[config.mk]
export PLATFORM = sky130hd
export DESIGN_NAME = outer1bits_fill
export DESIGN_NICKNAME = d
export VERILOG_FILES = /design/src/rtl/outer1bits_fill.sv
export SDC_FILE = /design/constraint.sdc
export NUM_CORES = 1
export LEC_CHECK = 0
export CAP_MARGIN = 10
export CORE_MARGIN = 1.5
export CORE_UTILIZATION = 50
export DETAILED_ROUTE_END_ITERATION = 10
export GPL_TIMING_DRIVEN = 0
export HOLD_SLACK_MARGIN = 0.12
export PLACE_DENSITY_LB_ADDON = 0.1
export SLEW_MARGIN = 10
export SYNTH_ARGS = -nofsm -noshare
export SYNTH_HDL_FRONTEND = slang
export SYNTH_SLANG_ARGS = --single-unit
[constraint.sdc]
create_clock -name clk_i -period 2.1 [get_ports clk_i]
set_input_delay 0.42 -clock clk_i [delete_from_list [all_inputs] [get_ports clk_i]]
set_output_delay 0.42 -clock clk_i [all_outputs]
set_load 0.01 [all_outputs]
[src/rtl/outer1bits_fill.sv]
// -----------------------------------------------------------------------------
// outer1bits_fill
//
// Purpose:
//   Builds the "filled span" mask between two one-hot masks. One mask marks
//   the leftmost set bit and the other marks the rightmost set bit. The result
//   has every bit from the right bit up to the left bit set, inclusive. The
//   module also reports the number of set bits in the result, and it flags an
//   illegal pair of masks.
//
//   A pair is legal in two cases:
//     - both masks are zero, or
//     - both masks are one-hot and left >= right.
//   Every other pair is illegal. An illegal pair returns data_o = 0,
//   span_len_o = 0 and error_o = 1.
//
//   Default build: an iterative walk through the FILL state. A cursor starts
//   at the right bit and shifts left once per cycle until it reaches the
//   latched left bit. A span of L bits therefore spends exactly L cycles in
//   FILL.
//
//   Optional build, enabled by defining OUTER1BITS_FILL_FAST_EN: the span is
//   computed combinationally, and every accepted pair goes straight from
//   IDLE to DONE.
//
// Parameters:
//   WIDTH         mask / span width (2..32)
//
// Ports:
//   clk_i         clock; all state updates on its rising edge
//   rst_n_i       asynchronous active-low reset
//   data_val_i    input masks valid
//   data_left_i   one-hot leftmost-set-bit mask, or zero
//   data_right_i  one-hot rightmost-set-bit mask, or zero
//   data_ready_o  block can accept an input (high only in IDLE)
//   data_val_o    result valid (high only in DONE)
//   data_ready_i  downstream accepts the result
//   data_o        filled span mask
//   span_len_o    number of set bits in data_o
//   error_o       input pair was illegal; qualified by data_val_o
// -----------------------------------------------------------------------------
module outer1bits_fill #(
    parameter int WIDTH = 4
) (
    input  logic                       clk_i,
    input  logic                       rst_n_i,
    input  logic                       data_val_i,
    input  logic [WIDTH-1:0]           data_left_i,
    input  logic [WIDTH-1:0]           data_right_i,
    output logic                       data_ready_o,
    output logic                       data_val_o,
    input  logic                       data_ready_i,
    output logic [WIDTH-1:0]           data_o,
    output logic [$clog2(WIDTH+1)-1:0] span_len_o,
    output logic                       error_o
);

    localparam int LW = $clog2(WIDTH+1);
    localparam logic [WIDTH-1:0] ONE = {{(WIDTH-1){1'b0}}, 1'b1};

    localparam logic [1:0] IDLE = 2'd0;
    localparam logic [1:0] FILL = 2'd1;
    localparam logic [1:0] DONE = 2'd2;

    logic [1:0]       state_reg;
    logic [WIDTH-1:0] cursor_reg;
    logic [WIDTH-1:0] acc_reg;
    logic [WIDTH-1:0] left_reg;
    logic [LW-1:0]    len_reg;
    logic             err_reg;

    // Legality of the presented pair.
    // x & (x-1) clears the lowest set bit, so a nonzero x is one-hot exactly
    // when that result is zero. For one-hot masks, comparing them as numbers
    // is the same as comparing their bit indices.
    logic left_onehot;
    logic right_onehot;
    logic pair_zero;
    logic pair_legal;

    assign left_onehot  = (data_left_i != '0) &&
                          ((data_left_i & (data_left_i - ONE)) == '0);
    assign right_onehot = (data_right_i != '0) &&
                          ((data_right_i & (data_right_i - ONE)) == '0);
    assign pair_zero    = (data_left_i == '0) && (data_right_i == '0);
    assign pair_legal   = pair_zero ||
                          (left_onehot && right_onehot &&
                           (data_left_i >= data_right_i));

`ifdef OUTER1BITS_FILL_FAST_EN
    // (left | left-1) keeps the left bit and every bit below it.
    // ~(right-1) keeps the right bit and every bit above it.
    // Their intersection is the inclusive span.
    logic [WIDTH-1:0] span_fast;
    logic [LW-1:0]    pc [0:WIDTH];

    assign span_fast = (data_left_i | (data_left_i - ONE)) &
                       ~(data_right_i - ONE);

    // Prefix-sum population count of the span.
    assign pc[0] = '0;
    for (genvar gi = 0; gi < WIDTH; gi++) begin : g_popcnt
        assign pc[gi+1] = pc[gi] + LW'(span_fast[gi]);
    end
`endif

    always_ff @(posedge clk_i or negedge rst_n_i) begin
        if (!rst_n_i) begin
            state_reg  <= IDLE;
            cursor_reg <= '0;
            acc_reg    <= '0;
            left_reg   <= '0;
            len_reg    <= '0;
            err_reg    <= 1'b0;
        end else begin
            case (state_reg)
                IDLE: begin
                    if (data_val_i) begin
                        err_reg <= !pair_legal;
`ifdef OUTER1BITS_FILL_FAST_EN
                        acc_reg   <= (pair_legal && !pair_zero) ? span_fast : '0;
                        len_reg   <= (pair_legal && !pair_zero) ? pc[WIDTH] : '0;
                        state_reg <= DONE;
`else
                        acc_reg    <= '0;
                        len_reg    <= '0;
                        cursor_reg <= data_right_i;
                        left_reg   <= data_left_i;
                        // Zero and illegal pairs skip the walk.
                        state_reg  <= (pair_legal && !pair_zero) ? FILL : DONE;
`endif
                    end
                end
                FILL: begin
                    acc_reg    <= acc_reg | cursor_reg;
                    len_reg    <= len_reg + LW'(1);
                    cursor_reg <= cursor_reg << 1;
                    // left >= right is guaranteed, so the cursor always
                    // reaches the left bit before it could shift out.
                    if (cursor_reg == left_reg) begin
                        state_reg <= DONE;
                    end
                end
                DONE: begin
                    if (data_ready_i) begin
                        state_reg <= IDLE;
                    end
                end
                default: state_reg <= IDLE;
            endcase
        end
    end

    assign data_ready_o = (state_reg == IDLE);
    assign data_val_o   = (state_reg == DONE);

    // Outputs read zero outside DONE, so a partially filled accumulator is
    // never visible.
    assign data_o     = data_val_o ? acc_reg : '0;
    assign span_len_o = data_val_o ? len_reg : '0;
    assign error_o    = data_val_o ? err_reg : 1'b0;

endmodule

## After elaboration in Yosys (flattened, before gate mapping)

Index checks and enable logic that the tools add are counted.

| word-level totals | value |
|---|---|
| register bits | 18 |
| latch bits | 0 |
| bits in writable memories | 0 |
| memory bits (read-only) | 0 |
| input port bits | 12 |
| output and inout bits | 10 |
| logic and storage cells | 53 |
| memories kept | 0 |

| cells by class | value |
|---|---|
| add/sub/neg operators | 3 |
| multipliers | 0 |
| divide/modulo/power cells | 0 |
| order comparisons | 1 |
| equal/unequal tests | 6 |
| shift-type cells | 0 |
| multiplexer cells | 14 |
| bitwise operators | 3 |
| reduce and logical (&&, ||, !) cells | 20 |

Operators by type and width:

| cell | number |
|---|---|
| zero test 4 bit | 4 |
| one-hot mux 4 bit (2 select lines) | 2 |
| 2-to-1 mux 4 bit | 3 |
| bitwise AND 4 bit | 2 |
| 2-to-1 mux 2 bit | 4 |
| nonzero test 4 bit | 2 |
| subtractor 4 x 1 -> 4 bit (second input constant) | 2 |
| logical AND 1 bit | 6 |
| 2-to-1 mux 3 bit | 2 |
| one-hot mux 2 bit (3 select lines) | 1 |
| one-hot mux 3 bit (2 select lines) | 1 |
| equality test 4 bit | 1 |
| greater-or-equal comparator 4 bit | 1 |
| inequality test 2 bit (second input constant) | 2 |
| bitwise OR 4 bit | 1 |
| AND reduction 2 bit | 2 |
| adder 3 x 1 -> 3 bit (second input constant) | 1 |
| AND reduction 3 bit | 1 |
| equality test 2 x 1 -> 1 bit (second input constant) | 1 |
| equality test 2 bit (second input constant) | 1 |
| zero test 1 bit | 2 |
| zero test 2 bit | 1 |
| inequality test 2 x 1 -> 1 bit (second input constant) | 1 |
| nonzero test 2 bit | 1 |
| 2 further kinds | 2 |

## Longest topological paths before layout

| logic depth | value |
|---|---|
| word-level depth | 11 |
| gate-level depth with buffers | 6 |
| depth with buffers taken out | 6 |

## Least setup slack after synthesis

No wires, ideal clock.

| timing path | value |
|---|---|
| path type | input port to flip-flop |
| start point | input port data_left_i[0] |
| end point | register state_reg[0] |
| library setup time | 0.129 ns |
| data arrival time | 1.411 ns |
| slack | 0.561 ns |
| stages | 6 |
| cells stage by stage | inv_1 -> ha_1 -> nand2b_4 -> a2111oi_4 -> nor3_2 -> o2bb2ai_1 |

| on the way | value |
|---|---|
| cells in the longest elaborated chain, start to end | 11 |
| elaborated cells on any way between the ends | 16 |

RTL lines:

| item | line | RTL |
|---|---|---|
| from (decl) | 48 | `input logic [WIDTH-1:0] data_left_i,` |
| subtractor 4 x 1 -> 4 bit | 82 | `((data_left_i & (data_left_i - ONE)) == '0);` |
| bitwise AND 4 bit | 82 |  |
| zero test 4 bit | 82 |  |
| logical AND 1 bit | 81 | `assign left_onehot = (data_left_i != '0) &&` |
| logical AND 1 bit (2 in series) | 87 | `(left_onehot && right_onehot &&` |
| logical OR 1 bit | 86 | `assign pair_legal = pair_zero \|\|` |
| logical AND 1 bit * | 130 | `state_reg <= (pair_legal && !pair_zero) ? FILL : DONE;` |
| 2-to-1 mux 2 bit * | 130 |  |
| 2-to-1 mux 2 bit * | 118 | `if (data_val_i) begin` |
| one-hot mux 2 bit (3 select lines) * | 116 | `case (state_reg)` |
| to (signal assigned) | 130 |  |
| to (decl) | 65 | `logic [1:0] state_reg;` |

Mark *: on every way between the ends. The rest lies on a longest branch, timed or not. The select of a mux whose other input is x is not followed.
A chain may end at the register's enable or synchronous reset.

## Worst setup path after layout

| timing path | value |
|---|---|
| start point | register state_reg[1] |
| end point | output port error_o |

| on the way | value |
|---|---|
| cells in the longest elaborated chain, start to end | 2 |

RTL lines:

| item | line | RTL |
|---|---|---|
| equality test 2 bit | 155 | `assign data_val_o = (state_reg == DONE);` |
| 2-to-1 mux 1 bit | 161 | `assign error_o = data_val_o ? err_reg : 1'b0;` |
| to (decl) | 55 | `output logic error_o` |

No other way between the ends.

==> impl_metrics.toml <==
[detailed_routing]
route.detailed.drc = 0
vias_per_cell = 5.55
drt-initial-drc-count = 20
ant_nets = 0
firstDrtPassIters = 4
vias = 911
routed_wirelength_mm = 2.38
wire_per_inst_um = 14.5

[setup_path]
critical_path_peak_fanout = 10
critPathArrivalTime_ps = 1560
reg2reg_depth = 5
worstReg2RegStart = "state_reg[1]"
crit_path_end_kind = "output pin"
r2r_setup_slack_ps = 740
r2r-end = "err_reg"
required_ps = 1680
critical_path_class = "flip-flop to output pin"
start_kind = "flip-flop"

[logic_synthesis]
yosys-top-cells-count = "dfrtp_1, a21oi_1, nor2_1"
syn-num-nets = 128
synth_top_area_frac = 0.419
yosysMostFrequentCell = "dfrtp_1"
yosysSeqAreaShare = 0.419
synthFlopType = "dfrtp_1"
yosys.area.top_type = "dfrtp_1"
syn_inst = 111
synth_edf_count = 0
synth.area.top_cells = "dfrtp_1, ha_1, a21oi_1"
synth_area_um2 = 1080
yosys_warnings = 0
synthArstFlopShare = 1.00
yosysUniqueCellTypes = 29
syn_area_per_cell_um2 = 9.69
ys_ff_latch = 18

[run_status]
status = "complete, no violations"

[cts]
path_clk_slew_ps = 100
ctsHoldBuffers = 0
htree_levels = 1
cts-root-buf = "clkbuf_4"
cts_buffers = 3
cts_sinks = 18
cts_buffer_depth = 2
cts_tree = "built"
clk_latency_ps = 300

[timing]
worst_pin_slew_ps = 848
max_freq_ghz = 0.504
slew_headroom = 0.433
finalHoldViolCount = 0
min_period_over_period = 0.945
fin_ws_ps = 115
setup_violations = 0
drv_slew = 0
fin_skew_ps = 1.27
fin_setup_tns_ps = 0
grt_setup_unrepaired = "false"
worst_hold_slack_ps = 507
period_minus_slack_ps = 1980

[global_routing]
grt_pass1_vias = 882
antenna_found_initial = 0
grt-ovfl-total = 0
track_usage = 0.211
grt_max_degree = 19
grt_pass1_wl_mm = 3.95

[min_path]
hp-start = "err_reg"
hold_depth = 1
hp-class = "flip-flop to flip-flop"
hold_path_end = "err_reg"

[placement]
dpl.hpwl_mm = 1.75
pre_cts_ws_ps = -60.6
gp_congestion = 0.765
port-buffer-count = 21

[floorplanning]
coreArea_um2 = 2000
ios = 22
row_count = 16
start_util = 0.538
die_height_um = 49.4
die_w_um = 49.4
die_area_um2 = 2440

[pwr]
leakage_nw = 0.776
ir_worst_vdd_mv = 0.390
p_total_w = 0.00100
pwr_density_cell_nw_per_um2 = 716

[run]
drv_cap = 0

[cells_and_area]
n_antenna_cell = 0
nets = 155
fillCellCount = 161
fin_util = 0.698
drive_gt1_frac = 0.153
syn2layout_area_growth_pct = 29.9
-- how the worst max path moves through the flow --
stage	startpoint	endpoint	depth (start not counted)
3_3_place_gp	data_left_i[0]	state_reg[0]	7
2_1_floorplan	data_left_i[0]	state_reg[0]	6
3_5_place_dp	data_left_i[0]	state_reg[0]	7
6_report	state_reg[1]	error_o	3
5_1_grt	state_reg[1]	error_o	3
4_1_cts	state_reg[0]	data_o[3]	4
-- per-layer routing --
layer	track usage	vias to the layer above	routed length [um]
met4	0.0833	0	39
met1	0.262	428	1040
met3	0.0368	5	83
li1	-	456	-
met5	0	-	0
met2	0.360	22	1220
-- kinds of logic (layout without fill, tap and decap cells) --
kind of cell	count (synthesis)	after routing	synth area share
fa+ha+maj	5	5	0.0581
mux	4	4	0.0419
flops	18	18	0.419
xor+xnor	6	6	0.0488
buf+inv	11	37	0.0488
simple gates	33	33	0.169
compound gates	34	34	0.215
-- power by group --
group / internal (W) / switching, W
Combinational: 0.000167 / 0.000152
Clock: 0.000106 / 0.000110
Sequential: 0.000405 / 0.0000605
Total: 0.000678 / 0.000323
-- cells in the final DEF (no fill, tap or decap) --
cell	count
nor4_2	1
buf_6	1
o22ai_1	6
a21oi_1	12
clkbuf_4	5
nor2b_1	1
nand3_1	1
nor2_2	1
inv_1	6
clkdlybuf4s50_1	13
and2b_1	1
a41o_2	1
dfrtp_1	18
nand2_1	5
inv_2	1
nor2_1	12
o21a_1	1
xor2_1	6
o21ai_1	1
a2111oi_4	1
nor3_2	1
and3_1	8
ha_1	5
a22oi_1	3
nand2_2	1
a22o_1	2
buf_4	1
mux2_2	4
o2bb2ai_1	2
nand2b_4	1
o21ai_0	5
dlymetal6s2s_1	8
clkbuf_8	2
-- per-stage QoR --
stage               area, um^2  cells
floorplan                 1080    111
global placement          1320    159
detailed placement        1320    159
CTS                       1370    163
global route              1400    164
finish                    1400    164
-- worst max-delay path: stages (launching register included) --
cell,delay [ps]
dfrtp_1,390
clkbuf_4,200
and3_1,160
clkdlybuf4s50_1,530
-- what timing repair did --
item / in CTS / in global routing
setup buffers: 0 / 1
resized for setup: 4 / 11
endpoints found under the setup margin: 8 / 9
-- final cells by class --
class / count / area [um^2] / share of cell area
Sequential cell: 18 / 450 / 0.322
Multi-Input combinational cell: 82 / 573 / 0.410
Tap cell: 27 / 33.8 / 0.0242
Clock buffer: 4 / 36.3 / 0.0260
Timing Repair Buffer: 22 / 238 / 0.170
Buffer: 4 / 40.0 / 0.0286
Inverter: 7 / 26.3 / 0.0188
No activity file was read; power rests on OpenSTA's default activity.
